--- config.mk ---
export PLATFORM = sky130hd
export DESIGN_NAME = tach_period
export DESIGN_NICKNAME = d
export VERILOG_FILES = /design/src/rtl/tach_period_pkg.sv /design/src/rtl/tach_sync.sv /design/src/rtl/tach_period.sv
export SDC_FILE = /design/constraint.sdc
export NUM_CORES = 1
export LEC_CHECK = 0
export ABC_CLOCK_PERIOD_IN_PS = 2500
export CAP_MARGIN = 25
export CORE_ASPECT_RATIO = 1.1
export CORE_MARGIN = 5
export CORE_UTILIZATION = 30
export DETAILED_ROUTE_END_ITERATION = 7
export PLACE_DENSITY_LB_ADDON = 0.15
export SYNTH_ARGS = -nofsm -noshare
export SYNTH_HDL_FRONTEND = slang
export SYNTH_SLANG_ARGS = --single-unit
--- constraint.sdc ---
create_clock -name clk -period 2.5 [get_ports clk]
set_input_delay 0.375 -clock clk [delete_from_list [all_inputs] [get_ports clk]]
set_output_delay 0.375 -clock clk [all_outputs]
set_load 0.05 [all_outputs]
--- src/rtl/tach_period_pkg.sv ---
// Shared constants and helpers for the tachometer period channel.
package tach_period_pkg;

    // Period counter width. The two-byte motor register map assumes 16;
    // narrower widths are zero-extended into the same byte map.
    localparam int TACH_CNTW     = 16;
    // Default clk cycles per period-counter tick.
    localparam int TACH_PRESCALE = 8;

    // Byte offsets of the period inside a motor register block.
    localparam int TACH_LO = 0;
    localparam int TACH_HI = 1;

    // Classification of one clk step of the synchronized quadrature pair.
    typedef enum logic [1:0] {
        QT_HOLD    = 2'd0,
        QT_STEP    = 2'd1,
        QT_ILLEGAL = 2'd2
    } quad_t;

    // A legal quadrature signal changes at most one bit per sample.
    function automatic quad_t quad_classify(input logic [1:0] prev,
                                            input logic [1:0] curr);
        logic [1:0] diff;
        diff = prev ^ curr;
        if (diff == 2'b00) return QT_HOLD;
        if (diff == 2'b11) return QT_ILLEGAL;
        return QT_STEP;
    endfunction

endpackage

--- src/rtl/tach_sync.sv ---
// Two-flop synchronizer for an asynchronous input bus, plus a
// previous-sample register and rising-edge detect on bit 0.
module tach_sync #(
    parameter int W = 2
) (
    input  logic         clk,
    input  logic         reset,
    input  logic [W-1:0] i_async,
    output logic [W-1:0] o_sync,
    output logic [W-1:0] o_prev,
    output logic         o_rise_a
);

    logic [W-1:0] r_meta;
    logic [W-1:0] r_sync;
    logic [W-1:0] r_prev;

    // Synchronizer stages followed by the one-clk-old copy used for edges.
    always_ff @(posedge clk) begin
        if (reset) begin
            r_meta <= '0;
            r_sync <= '0;
            r_prev <= '0;
        end else begin
            // NOTE: non-blocking assignments let every stage load the old
            // value of the stage before it, which is what forms the pipeline.
            r_meta <= i_async;
            r_sync <= r_meta;
            r_prev <= r_sync;
        end
    end

    assign o_sync   = r_sync;
    assign o_prev   = r_prev;
    assign o_rise_a = r_sync[0] & ~r_prev[0];

endmodule

--- src/rtl/tach_period.sv ---
// Tachometer period measurement for one BDC motor channel: synchronizes
// the quadrature pair, decodes direction, times channel-A rising edges
// with a prescaled saturating counter and exposes the period as two bytes.
module tach_period
    import tach_period_pkg::*;
#(
    parameter int CNTW     = TACH_CNTW,
    parameter int PRESCALE = TACH_PRESCALE
) (
    input  logic       clk,
    input  logic       reset,
    input  logic [1:0] tach,
    input  logic       rd_lo,
    input  logic       clr_err,
    output logic [7:0] period_lo,
    output logic [7:0] period_hi,
    output logic       dir,
    output logic       valid,
    output logic       stall,
    output logic       err
);

    localparam int              PW         = (PRESCALE > 1) ? $clog2(PRESCALE) : 1;
    localparam logic [PW-1:0]   C_PRE_LAST = PW'(PRESCALE - 1);
    localparam logic [CNTW-1:0] C_MAX      = '1;
    localparam logic [CNTW-1:0] C_NEAR_MAX = C_MAX - 1'b1;

    logic [1:0]      w_sync;
    logic [1:0]      w_prev;
    logic            w_rise_a;
    logic            w_tick;
    logic            w_cnt_inc;
    logic [CNTW-1:0] w_cnt_next;
    logic [CNTW-1:0] w_capture;
    logic [15:0]     w_period_ext;

    logic [PW-1:0]   r_pre;
    logic [CNTW-1:0] r_counter;
    logic [CNTW-1:0] r_period;
    logic [7:0]      r_hi_shadow;
    logic            r_armed;
    logic            r_dir;
    logic            r_valid;
    logic            r_stall;
    logic            r_err;

    tach_sync #(.W(2)) u_sync (
        .clk      (clk),
        .reset    (reset),
        .i_async  (tach),
        .o_sync   (w_sync),
        .o_prev   (w_prev),
        .o_rise_a (w_rise_a)
    );

    assign w_tick     = (r_pre == C_PRE_LAST);
    assign w_cnt_inc  = w_tick && (r_counter != C_MAX);
    assign w_cnt_next = r_counter + 1'b1;
    // A tick landing on the edge clk still belongs to the period that ends.
    assign w_capture  = w_cnt_inc ? w_cnt_next : r_counter;

    // Prescaler: free-running 0..PRESCALE-1, realigned to every A edge.
    always_ff @(posedge clk) begin
        if (reset) begin
            r_pre <= '0;
        end else if (w_rise_a || w_tick) begin
            r_pre <= '0;
        end else begin
            r_pre <= r_pre + 1'b1;
        end
    end

    // Period measurement: capture on A edges, saturate into stall when slow.
    always_ff @(posedge clk) begin
        if (reset) begin
            r_counter <= '0;
            r_period  <= '0;
            r_armed   <= 1'b0;
            r_dir     <= 1'b0;
            r_valid   <= 1'b0;
            r_stall   <= 1'b0;
        end else if (w_rise_a) begin
            // B low at an A rise means A leads B: forward.
            r_dir     <= ~w_sync[1];
            r_counter <= '0;
            r_armed   <= 1'b1;
            // The first edge after reset or stall only opens a measurement.
            if (r_armed) begin
                r_period <= w_capture;
                r_valid  <= 1'b1;
                r_stall  <= 1'b0;
            end
        end else if (w_cnt_inc) begin
            r_counter <= w_cnt_next;
            if (r_counter == C_NEAR_MAX) begin
                r_period <= C_MAX;
                r_stall  <= 1'b1;
                r_valid  <= 1'b0;
                r_armed  <= 1'b0;
            end
        end
    end

    // Sticky illegal-transition flag; a new error beats a same-clk clear.
    always_ff @(posedge clk) begin
        if (reset) begin
            r_err <= 1'b0;
        end else if (quad_classify(w_prev, w_sync) == QT_ILLEGAL) begin
            r_err <= 1'b1;
        end else if (clr_err) begin
            r_err <= 1'b0;
        end
    end

    assign w_period_ext = 16'(r_period);

    // High-byte shadow: loads the period_reg value the SPI sees on period_lo
    // in the same clk, so a coincident period update cannot split the pair.
    always_ff @(posedge clk) begin
        if (reset) begin
            r_hi_shadow <= '0;
        end else if (rd_lo) begin
            r_hi_shadow <= w_period_ext[8*TACH_HI +: 8];
        end
    end

    assign period_lo = w_period_ext[8*TACH_LO +: 8];
    assign period_hi = r_hi_shadow;
    assign dir       = r_dir;
    assign valid     = r_valid;
    assign stall     = r_stall;
    assign err       = r_err;

endmodule

==> results_dict.tcl <==
set metrics [dict create \
    status "finished clean" \
    grt_pass1_wl_mm 10.9 \
    power_density_mw_per_mm2 493 \
    min_period_ps 1980 \
    diodes 0 \
    synth_cells 282 \
    grt_max_degree 35 \
    syn_avg_cell_area_um2 9.14 \
    r2r_cells 7 \
    cts-htree-levels 2 \
    r2r-start "r_pre[0]$_SDFF_PP0_" \
    drt_pass1_iterations 4 \
    routed_wl_mm 6.50 \
    start_util 0.308 \
    power.total_w 0.00147 \
    drtIter0Drc 123 \
    yosysTopAreaCell "dfxtp_1" \
    cts_tree "built" \
    critPathCaptureType "flop" \
    synth.most_common_cell "dfxtp_1" \
    drc 0 \
    clock_path_buffers 2 \
    clock-root-buffer "clkbuf_8" \
    grt.overflow.total 0 \
    hold_depth 1 \
    synth_edf_count 0 \
    antenna_found_initial 0 \
    clk_pin_slew_worst_paths_ps 100 \
    gp_congestion 0.822 \
    n_fill_cell 859 \
    rrSetupSlack_ps 520 \
    synth_top_area_frac 0.419 \
    die_h_um 107 \
    setup_viol 0 \
    hold_path_class "reg2reg" \
    clock-sinks 54 \
    fmax_mhz 506 \
    seq_area_frac_synth 0.419 \
    numCtsBuffers 5 \
    syn2layout_area_growth_pct 16.0 \
    dp_hpwl_mm 4.46 \
    multiInputGateArea_mm2 0.00128 \
    grt_pass1_vias 2055 \
    dieArea_mm2 0.0105 \
    startpoint_type "flop" \
    track_usage 0.126 \
    period_share 0.790 \
    synth_area_leaders "dfxtp_1 (42%), a211oi_1 (5.8%), mux2i_1 (3.5%)" \
    drive_gt1_frac 0.104 \
    rows 35 \
    syn_area_mm2 0.00258 \
    ys_ff_latch 54 \
    fin_setup_tns_ps 0 \
    io_buffers 25 \
    slew_violations 0 \
    cp_max_fo 9 \
    min_from "r_pre[0]$_SDFF_PP0_" \
    ctsResizeCount 0 \
    ys.flop_type "dfxtp_1" \
    holdBufCountCts 0 \
    reg2reg_to "r_period[10]$_SDFFE_PP0P_" \
    worstPathArrival_ps 2130 \
    clk_latency_ps 300 \
    fin_hold_ws_ps 430 \
    fp.dieW_um 98.4 \
    yosys_warnings 0 \
    core_area_mm2 0.00836 \
    synth.top_cells.by_count "dfxtp_1 (54), nor2_1 (24), a211oi_1 (20), inv_1 (17), nor3_1 (15)" \
    ios 26 \
    cellLeakagePower_nw 1.05 \
    cts_setup_buffers 0 \
    finClkSkew_ps 4.88 \
    hold_viol 0 \
    cap_viol_max_count 0 \
    rsz0062_at_grt "false" \
    drt.antenna.violating_nets 0 \
    synthesis.nets 293 \
    wl_per_cell_um 15.9 \
    ys_types 52 \
    final_nets 307 \
    worstMarginPinSlew_ps 563 \
    seqCellArea_mm2 0.00108 \
    synth-async-reset-ratio 0 \
    vias_per_cell 5.24 \
    max_slew_margin 0.625 \
    vias 2136 \
    critical_path_class "reg2reg" \
    min_to "r_pre[0]$_SDFF_PP0_" \
    vdd_drop_max_mv 0.232 \
    worst_ep_required_time_ps 2660 \
]
## report_power, final
group	total, W	switching (W)	leakage [nW]	internal [W]
Clock	0.000507	0.000282	0.0482	0.000225
Combinational	0.0000868	0.0000510	0.570	0.0000358
Sequential	0.000880	0.00000627	0.437	0.000874
Total	0.00147	0.000339	1.05	0.00113
## state kept, by name (all words and copies together), names as in the netlist, 2 cells and up
signal	flops
r_period	16
u_sync.o_prev	2
r_pre	3
period_hi	8
r_counter	16
u_sync.r_meta	2
u_sync.o_sync	2
## worst max-delay path: stages, from the launching register on
cell and delay [ps]:
dfxtp_1 320, ha_1 190, ha_1 260, buf_4 200, nand2_1 160, nor2_2 80
a21oi_2 460, a221oi_1 150
## area by class of cell
class / count / area share
Timing Repair Buffer: 36 / 0.111
Clock inverter: 1 / 0.00167
Tap cell: 111 / 0.0464
Multi-Input combinational cell: 182 / 0.429
Sequential cell: 54 / 0.362
Inverter: 17 / 0.0213
Clock buffer: 7 / 0.0289
## cells by family (layout without fill, tap and decap cells)
group	count (synthesis)	after routing	share of synthesized area
compound gates	66	66	0.200
fa+ha+maj	5	5	0.0243
mux	9	9	0.0350
buf+inv	46	61	0.0830
simple gates	99	99	0.229
flops	54	54	0.419
xor+xnor	3	3	0.0102
## metal layers
layer	up-vias	GRT usage	wire, µm
met4	0	0.0176	25
met1	1048	0.175	3230
met3	2	0.0202	151
met2	23	0.209	3100
met5	-	0	0
li1	1063	-	-
## placed cells by master (no fill, tap or decap), types with 2 or more instances in the layout
master and count:
dfxtp_1 54, clkdlybuf4s50_1 25, nor2_1 24, a211oi_1 20
inv_1 17, nor3_1 15, a21oi_1 12, buf_4 11
nand2_1 10, mux2i_1 9, nand4_1 7, a41o_1 7
nor2b_1 6, and4_1 6, clkbuf_8 6, and3_1 5
a221oi_1 5, ha_1 5, o21ai_0 4, or3_1 4
nand3_1 3, nor4_1 3, xnor2_1 3, nand4_4 2
nand3b_1 2, o31ai_1 2, a311oi_1 2, and2_1 2
nor3b_1 2
## worst max path at each step
stage / start / endpoint / depth (start not counted)
final: r_pre[0]$_SDFF_PP0_ / r_period[10]$_SDFFE_PP0P_ / 7
after global routing: r_pre[0]$_SDFF_PP0_ / r_period[15]$_SDFFE_PP0P_ / 7
after CTS: r_pre[0]$_SDFF_PP0_ / r_period[0]$_SDFFE_PP0P_ / 7
after detailed placement: r_pre[0]$_SDFF_PP0_ / r_period[10]$_SDFFE_PP0P_ / 7
after global placement: r_pre[0]$_SDFF_PP0_ / r_period[15]$_SDFFE_PP0P_ / 7
after floorplan: r_counter[1]$_SDFF_PP0_ / r_period[1]$_SDFFE_PP0P_ / 5
## metrics by stage
step	setup WS (ps)	utilization	instance area (µm²)	instances
after floorplan	717	-	2580	282
after global placement	515	0.347	2900	400
after detailed placement	516	0.347	2900	400
after CTS	496	0.358	2990	408
after global routing	297	0.358	2990	408
final	524	0.358	2990	408
Power figures use the tool's default switching activity.
